--- config.mk ---
export PLATFORM = sky130hd
export DESIGN_NAME = alu_seq_ctrl
export DESIGN_NICKNAME = d
export VERILOG_FILES = /design/src/rtl/alu_seq_ctrl.sv
export SDC_FILE = /design/constraint.sdc
export NUM_CORES = 1
export LEC_CHECK = 0
export ABC_AREA = 1
export BUFFER_PORTS_ARGS = -buffer_cell sky130_fd_sc_hd__buf_2
export CORE_MARGIN = 2
export CORE_UTILIZATION = 40
export CTS_CLUSTER_SIZE = 12
export DETAILED_ROUTE_END_ITERATION = 16
export MAX_ROUTING_LAYER = met4
export PLACE_DENSITY = 0.52
export SYNTH_ARGS = -nofsm -noshare
export SYNTH_HDL_FRONTEND = slang
export SYNTH_SLANG_ARGS = --single-unit
--- constraint.sdc ---
create_clock -name clk -period 7.8 [get_ports clk]
set_input_delay 1.95 -clock clk [delete_from_list [all_inputs] [get_ports clk]]
set_output_delay 1.95 -clock clk [all_outputs]
set_load 0.1 [all_outputs]
--- src/rtl/alu_seq_ctrl.sv ---
// rtl/alu_seq_ctrl.sv - micro-sequencer issuing a stored program onto the ALU/register-file datapath
// Outputs are registered; dp_* fall back to the all-zero idle encoding whenever issue is low.
module alu_seq_ctrl #(
    parameter int DEPTH      = 16,
    parameter int GAP        = 0,
    parameter int RESULT_LAT = 1,
    localparam int AW        = $clog2(DEPTH)
) (
    input  logic          clk,
    input  logic          rst,
    input  logic          prog_we,
    input  logic [AW-1:0] prog_addr,
    input  logic [43:0]   prog_wdata,
    input  logic          start,
    input  logic [AW:0]   prog_len,
    input  logic          abort,
    output logic          busy,
    output logic          done,
    output logic [31:0]   result_out,
    output logic [AW-1:0] pc,
    output logic          issue,
    output logic [2:0]    dp_op,
    output logic [2:0]    dp_rd,
    output logic [2:0]    dp_rs1,
    output logic [2:0]    dp_rs2,
    output logic [31:0]   dp_imm,
    input  logic [31:0]   dp_result
);

    typedef enum logic [1:0] {S_IDLE, S_RUN, S_GAPW, S_DRAIN} state_t;

    state_t        r_state;
    logic [43:0]   r_mem [DEPTH];
    logic [AW:0]   r_len;
    logic [2:0]    r_cnt;
    logic          r_busy;
    logic          r_done;
    logic          r_issue;
    logic [AW-1:0] r_pc;
    logic [31:0]   r_result;
    logic [43:0]   r_dp;

    logic [AW-1:0] w_next_pc;
    logic          w_last;
    logic [AW:0]   w_len_clamped;

    assign w_next_pc     = r_pc + AW'(1);
    assign w_last        = ({1'b0, r_pc} + (AW+1)'(1)) >= r_len;
    assign w_len_clamped = (prog_len > (AW+1)'(DEPTH)) ? (AW+1)'(DEPTH) : prog_len;

    assign busy       = r_busy;
    assign done       = r_done;
    assign issue      = r_issue;
    assign pc         = r_pc;
    assign result_out = r_result;
    assign {dp_op, dp_rd, dp_rs1, dp_rs2, dp_imm} = r_dp;

    // Program memory survives rst so the host need not reload after a reset.
    always_ff @(posedge clk) begin
        if (prog_we && r_state == S_IDLE) begin
            r_mem[prog_addr] <= prog_wdata;
        end
    end

    always_ff @(posedge clk) begin
        if (rst) begin
            r_state  <= S_IDLE;
            r_len    <= '0;
            r_cnt    <= '0;
            r_busy   <= 1'b0;
            r_done   <= 1'b0;
            r_issue  <= 1'b0;
            r_pc     <= '0;
            r_result <= '0;
            r_dp     <= '0;
        end else begin
            r_done <= 1'b0;
            case (r_state)
                S_IDLE: begin
                    if (start) begin
                        if (prog_len == '0) begin
                            r_done <= 1'b1;
                        end else begin
                            r_len   <= w_len_clamped;
                            r_dp    <= r_mem[0];
                            r_issue <= 1'b1;
                            r_pc    <= '0;
                            r_busy  <= 1'b1;
                            r_state <= S_RUN;
                        end
                    end
                end
                S_RUN: begin
                    if (abort) begin
                        r_state <= S_IDLE;
                        r_busy  <= 1'b0;
                        r_issue <= 1'b0;
                        r_dp    <= '0;
                    end else if (!w_last) begin
                        if (GAP == 0) begin
                            r_dp <= r_mem[w_next_pc];
                            r_pc <= w_next_pc;
                        end else begin
                            r_state <= S_GAPW;
                            r_cnt   <= 3'(GAP - 1);
                            r_issue <= 1'b0;
                            r_dp    <= '0;
                        end
                    end else begin
                        r_state <= S_DRAIN;
                        r_cnt   <= 3'(RESULT_LAT - 1);
                        r_issue <= 1'b0;
                        r_dp    <= '0;
                    end
                end
                S_GAPW: begin
                    if (abort) begin
                        r_state <= S_IDLE;
                        r_busy  <= 1'b0;
                    end else if (r_cnt == '0) begin
                        r_dp    <= r_mem[w_next_pc];
                        r_pc    <= w_next_pc;
                        r_issue <= 1'b1;
                        r_state <= S_RUN;
                    end else begin
                        r_cnt <= r_cnt - 3'd1;
                    end
                end
                S_DRAIN: begin
                    // abort wins over the completion edge: no done, result kept.
                    if (abort) begin
                        r_state <= S_IDLE;
                        r_busy  <= 1'b0;
                    end else if (r_cnt == '0) begin
                        r_result <= dp_result;
                        r_done   <= 1'b1;
                        r_busy   <= 1'b0;
                        r_state  <= S_IDLE;
                    end else begin
                        r_cnt <= r_cnt - 3'd1;
                    end
                end
                default: r_state <= S_IDLE;
            endcase
        end
    end

endmodule

Yosys cells after proc, flatten, opt, wreduce, memory -nomap -nowiden
Memory sizes are Yosys's and may differ from the RTL's. Index checks and enable logic that the tools add are counted. Widths: inputs -> output; s select.

Add/sub/neg operators: 3. Multipliers: 0. Div/mod/pow operators: 0. $lt $le $gt $ge: 2. Eq/ne operators: 16. Shift operators: 0. Multiplexer cells: 47. Bitwise gates (word level): 2. Reduce and logical (&&, ||, !) cells: 16.

Operator list (count): $mux 44 (6); $pmux 44 s3 (1); $mux 4 (6); $ne 2x2->1 const B (9); $mux 2 (8); $mux 1 (15); $reduce_and 5->1 (3); $mux 3 (4); $pmux 4 s3 (1); $ne 3x3->1 const B (3); $pmux 2 s4 (1); $reduce_and 7->1 (1); $pmux 1 s3 (2); $pmux 3 s2 (1); $reduce_and 3->1 (2); $reduce_and 6->1 (1); $add 4x1->5 const B (1); $ge 5x5->1 (1); $gt 5x5->1 const B (1); $logic_not 5->1 (1); $mux 5 (1); $add 4x1->4 const B (1); $eq 2x2->1 const B (2); $reduce_and 4->1 (1); 11 further kinds (13).

Register bits after elaboration: 93. Latch bits: 0. Memory bits (writable): 704. Bits in read-only memories: 0. Bits of input ports: 90. Output and inout port bits: 83. Word-level logic and storage cells: 96. Memories kept: 1.

Memories: r_mem (depth 16, bits a word 44, read ports 2, clocked after memory_dff 0, wr ports 1, line 33) `logic [43:0] r_mem [DEPTH];`.

Depth between registers and ports, before layout
Gate-level depths: netlist (run 1).

Depth in word-level cells: 5. Depth in mapped cells: 14. Gate-level depth less buffers: 12.

Worst setup path before layout (run 1)
OpenSTA, ideal clock, no wires.

Path kind: input to register. Start point: in prog_addr[1]. End point: mem r_mem[8][0] (enable). Setup time: 0.500 ns. Data arrival time: 5.284 ns. Data required time: 7.300 ns. Path slack: 2.016 ns. Stages on the path: 2. Path buffers: 0. Path through: or2_2 -> nor3_1.

RTL lines: start: declaration (line 12) `input logic [AW-1:0] prog_addr,`; end: declaration (line 33).

Straight into the memory's write port.

Worst setup path after layout (run 1)
Start point: reg r_pc[0], in the netlist pc[0]. End point: out pc[0].

RTL lines: start: declaration (line 39) `logic [AW-1:0] r_pc;`; start signal: assignment (line 102) `r_pc <= w_next_pc;`; start signal: assignment (line 122) `r_pc <= w_next_pc;`; end: declaration (line 20) `output logic [AW-1:0] pc,`.

No word-level cell between the ends.

==> metrics.txt, run 1 <==
status complete, no violations; average cell area after synthesis 10.2 um^2; Wirelength per Cell 19.9 um; Rows 106; Final period util 54.2%; area of the multi-input gates 8650 um^2; sequential share of power 34.4%; crit path cell chain buf_12 > buf_2; Sw Ratio 40.5%; Clock Latency Late Sink 630 ps; clock sinks 797; synth warn 0; TritonCTS clock tree built; Clk pwr share 27.1%; Worst EP required 5850 ps; Critical Path End Type output pin; maximum vdd drop 0.000594 V; MaxCap Viol Count 0; initial antenna violation count 5; routability-driven placement congestion ratio 0.762; register area 23000 um^2; final slew viol count 0; Max-slew headroom 18.5%; P_int 0.00856 W; Root Buffer clkbuf_16; CTS H-tree depth 3; leakage dissipation 15.5 nW; min cycle time layout 4230 ps; RSZ-0062 raised after global routing false; Clock Skew 17.5 ps; sequential area share after synthesis 68.4%; Synth top area share 62.8%; pin count of the biggest net entering global routing 208; achievable frequency 236 MHz; post-layout net count 3535; DRC viols 0; setup TNS 0 ps; GRT overflow 0; core box area 83400 um^2; Resize count post-CTS 0; drt first-iter violations 1725; FILL cells 7707; Die H 294 um; Vias 23000; total wire length 91400 um; Slowest Stage Delay on Critical Path 720 ps; Area growth syn-to-layout 14.0%; Cells after Synth 3313; ANT nets after route 0; Die X 294 um; Clk pin slew, worst setup/hold paths 60 ps; Hold WC Path Type register to register; crit path from pc[0]; Finished Layout Cells 4586; number of global-route vias before repair 22500; Design Area, Final 38400 um^2; syn nets 3415; IO Pins 173; Critical Path AT 2280 ps; full die area 86500 um^2; share of total power in combinational logic 38.5%; power per cell area 375 nW/um^2; Cell Area, Placed 35700 um^2; setup violators final 0; placed insts 4425; reg2reg start pc[0]; global-route wire length before repair 138000 um; sw power 0.00582 W; Distinct cells, synth 22; deepest clock path buffer count 3; critical path's slowest cell buf_12; CP max FO 207; area leader, netlist edfxtp_1; critical path startpoint category register; Post-CTS Setup Inserts 0; kind of critical path register to output pin; mapped cell area 33600 um^2; Total GRT Usage 21.7%; Final Hold Viols 0; Starting Density 40.3%; Worst-Margin Slew 1220 ps; layout cells sized above 1 12.6%; synth top area cells edfxtp_1, nand2_1, nand3_1; PortBufs 172; Final HPWL DP 43800 um; # hold bufs at CTS 0; flops & latches, synth 797; Hold Path Origin result_out[4]; Num CTS Buffers 86; vias per cell 5.02; DR pass1 iterations 5
[cells by family (layout without fill, tap and decap cells)]
family	after synthesis	after routing	synth area share (%)
simple gates	1736	1736	21.8
flops	797	797	68.4
buf+inv	574	763	6.43
compound gates	191	191	2.85
fa+ha+maj	12	12	0.446
xor+xnor	3	3	0.100
other cells	0	4	0
[registers in the layout, indices dropped and copies added (netlist names)]
| register | flops |
|---|---|
| done | 1 |
| r_state | 2 |
| busy | 1 |
| issue | 1 |
| r_len | 5 |
| result_out | 32 |
| r_dp | 44 |
| pc | 4 |
| r_cnt | 3 |
| r_mem | 704 |
[worst max-delay path, delay by kind of cell (launching register included)]
family / cells / cell delay [ps]
buffers and inverters: 2 / 1300
flip-flops: 1 / 360
[per-layer routing]
metal | global-route usage (%) | part of all wire (%) | up-vias
met5 | - | 0 | -
met4 | 5.69 | 2.0 | 0
met3 | 2.68 | 5.5 | 143
met2 | 36.1 | 49 | 631
met1 | 28.1 | 44 | 11100
li1 | - | - | 11100
[power by group through the flow]
stage	Clock, W	Sequential (W)	Combinational (W)
2_1_floorplan	0	0.00566	0.00334
3_3_place_gp	0	0.00504	0.00550
3_5_place_dp	0	0.00504	0.00556
4_1_cts	0.00399	0.00496	0.00558
5_1_grt	0.00415	0.00497	0.00614
6_report	0.00390	0.00495	0.00553
[through the flow]
step	hold WS (ps)	setup WS [ps]	total power [W]	util, %
after CTS	467	3490	0.0145	46.0
after global placement	450	3140	0.0105	42.8
after detailed placement	457	3080	0.0106	42.8
final	465	3570	0.0144	46.0
after floorplan	435	2020	0.00900	-
after global routing	478	3410	0.0153	46.0
[cell usage after synthesis]
| cell | count |
|---|---|
| clkinv_1 | 2 |
| or2_2 | 89 |
| a211oi_1 | 1 |
| buf_2 | 6 |
| o21ai_1 | 1 |
| clkbuf_1 | 143 |
| ha_1 | 12 |
| xor2_1 | 1 |
| dfxtp_1 | 93 |
| nand3_1 | 465 |
| nand2_1 | 985 |
| buf_1 | 26 |
| inv_2 | 2 |
| nor3_1 | 6 |
| inv_1 | 395 |
| nor2_1 | 186 |
| nand4_1 | 5 |
| xor2_2 | 1 |
| a21oi_1 | 136 |
| o21ai_0 | 53 |
| edfxtp_1 | 704 |
| xnor2_1 | 1 |
[path summary, 6_finish.rpt]
path | end | slack, ps | cells past startpoint
hold reg to reg | result_out[4] | 460 | 2
setup reg to reg | r_dp[21] | 3730 | 10
setup / recovery | pc[0] | 3570 | 2
hold / removal | result_out[4] | 460 | 2
[cell type report]
cell class,instances,share of cell area (%)
antenna,4,0.0261
multi-input combinational,1942,22.6
clock buffer,133,6.46
timing repair buffer,207,2.99
inverter,399,3.94
clock inverter,24,0.512
tap,1080,3.52
sequential,797,60.0
[layout by cell type, fill, tap and decap left out, types with 11 or more instances in the layout]
cell type / n
or2_2: 89
nand2_1: 984
ha_1: 11
edfxtp_1: 704
nor2_1: 176
a21oi_1: 135
buf_2: 172
inv_1: 393
clkbuf_16: 88
clkbuf_1: 33
dfxtp_1: 92
nand3_1: 465
o21ai_0: 53
buf_4: 33
(Power assumes the default switching activity.)
==> run 2, diff against run 1 <==
Clock period 7.8 ns to 4.13 ns, I/O delays scaled along.
==> run 2 against run 1 <==
Die area unchanged; design area increased by 0.87%; critical endpoint is now r_dp[23]; worst hold slack got worse by 1.4 ps; largest power group unchanged.
==> metrics.txt, run 2 (synthesis results as in run 1) <==
achievable frequency 292 MHz; commonest non-fill, non-tap cell in the layout nand2_1 (unchanged); critical path startpoint category register (unchanged); MaxCap Viol Count 0 (unchanged); TritonCTS clock tree built (unchanged); Rows 106 (unchanged); max reg flops 704 (unchanged); DRC viols 0 (unchanged); Die H 294 um (unchanged); drt first-iter violations 1659 (was 1725); Worst-Margin Slew 1380 ps (was 1220 ps); CP max FO 44 (was 207); deepest clock path buffer count 3 (unchanged); Design Area, Final 38700 um^2 (was 38400 um^2); vias per cell 5.00 (was 5.02); full die area 86500 um^2 (unchanged); Num CTS Buffers 86 (unchanged); Clk pin slew, worst setup/hold paths 60 ps (about the same); global-route wire length before repair 134000 um (was 138000 um); pin count of the biggest net entering global routing 198 (was 208); final slew viol count 0 (unchanged); initial antenna violation count 0 (was 5); placed insts 4438 (was 4425); Cell Area, Placed 35900 um^2 (was 35700 um^2); number of global-route vias before repair 22100 (was 22500); # hold bufs at CTS 0 (unchanged); Die X 294 um (unchanged); Resize count post-CTS 0 (unchanged); CTS H-tree depth 3 (unchanged); Finished Layout Cells 4596 (was 4586); CP dominant cell by count nand2_1; Area growth syn-to-layout 15.0% (was 14.0%); Max-slew headroom 7.95% (was 18.5%); setup TNS 0 ps (unchanged); Hold Slack 463 ps (was 465 ps); Critical Path AT 3970 ps (was 2280 ps); RSZ-0062 raised after global routing false (unchanged); Reg2Reg Setup Slack 710 ps (was 3730 ps); Clock Latency Late Sink 630 ps (about the same); post-layout net count 3548 (was 3535); most frequent cells in the layout nand2_1, edfxtp_1, nand3_1 (unchanged); Slowest Stage Delay on Critical Path 640 ps (was 720 ps); Clock Skew 16.6 ps (was 17.5 ps); maximum vdd drop 0.000714 V (was 0.000594 V); crit path cell chain ha_4 > xor2_4 > ha_1 > nand2_1 > nand2_1 > nand2_1 > nand4_1 > a21oi_4 > buf_4 > nand2_1 > a21oi_1 (was buf_12 > buf_2); kind of critical path register to register (was register to output pin); Total Power 0.0275 W (was 0.0144 W); total wire length 88400 um (was 91400 um); Wirelength per Cell 19.2 um (was 19.9 um); Top reg by flops r_mem (unchanged); Starting Density 40.3% (unchanged); Hold Path Origin result_out[3] (was result_out[4]); Root Buffer clkbuf_16 (unchanged); setup violators final 0 (unchanged); Critical Path End Type register (was output pin); Final period util 82.8%; Final Hold Viols 0 (unchanged); DR pass1 iterations 5 (unchanged); clock sinks 797 (unchanged); Post-CTS Setup Inserts 0 (unchanged); power per cell area 710 nW/um^2 (was 375 nW/um^2); layout cells sized above 1 13.0% (was 12.6%); Total GRT Usage 20.8% (was 21.7%); GRT overflow 0 (unchanged); Worst EP required 4680 ps (was 5850 ps); status complete, no violations (unchanged); critical path's slowest cell dfxtp_4 (was buf_12); crit path from pc[0] (unchanged); min cycle time layout 3420 ps; r2r endpoint r_dp[23] (was r_dp[21]); IO Pins 173 (unchanged); ANT nets after route 0 (unchanged); R2R depth 11 (was 10); Hold WC Path Type register to register (unchanged); reg2reg start pc[0] (unchanged); Vias 23000 (about the same); CP endpoint r_dp[23] (was pc[0]); PortBufs 172 (unchanged); routability-driven placement congestion ratio 0.795 (was 0.762); Final HPWL DP 47400 um (was 43800 um); core box area 83400 um^2 (unchanged); leakage dissipation 15.7 nW (was 15.5 nW); Antenna Cells 0 (was 4)
[run 2: cell count changes in the layout (fill, tap and decap cells not counted), moves of 3 or more]
cell / before / now
buf_12: 2 / 13
bufinv_16: 3 / 6
clkbuf_1: 33 / 24
clkinv_1: 9 / 15
clkinv_2: 8 / 12
diode_2: 4 / 0
nor3_2: 6 / 2
nor3_4: 0 / 4
[run 2: worst min-delay path by stage]
| stage | end | cells after the start |
|---|---|---|
| floorplan | r_len[1] | 2 |
| global placement | result_out[9] | 2 |
| detailed placement | result_out[3] | 2 |
| CTS | result_out[3] | 2 |
| global route | result_out[8] | 2 |
| finish | result_out[3] | 2 |
[run 2: metrics by stage]
stage	setup WS, ps	utilization, %
floorplan	-736	-
global placement	756	43.1
detailed placement	756	43.1
CTS	720	46.4
global route	471	46.4
finish	709	46.4
[run 2: power breakdown]
group          switching, W  total [W]  internal, W  leakage (nW)
clock               0.00310    0.00754      0.00444          1.35
combinational       0.00766     0.0105      0.00286          7.22
sequential         0.000287    0.00940      0.00912          7.11
[run 2: critical path: cells and delay by family, from the launching register on]
| kind | cells | cell delay (ps) |
|---|---|---|
| flops | 1 | 640 |
| buf+inv | 1 | 630 |
| fa+ha+maj | 2 | 620 |
| simple gates | 5 | 560 |
| xor+xnor | 1 | 510 |
| compound gates | 2 | 340 |
[run 2: area by class of cell]
class / count / area, um^2
well taps: 1080 / 1350
inverters: 399 / 1510
flip-flops and latches: 797 / 23000
repair buffers: 220 / 1380
fillers: 7734 / 44700
multi-input cells: 1942 / 8680
clock buffers: 121 / 2420
clock inverters: 37 / 339
[run 2: layer usage]
layer	vias to the layer above	global-route usage, %	share of wire, %
li1	11100	-	-
met2	608	34.5	49
met3	129	2.51	4.8
met1	11100	27.1	45
met4	0	5.74	1.9
met5	-	-	0
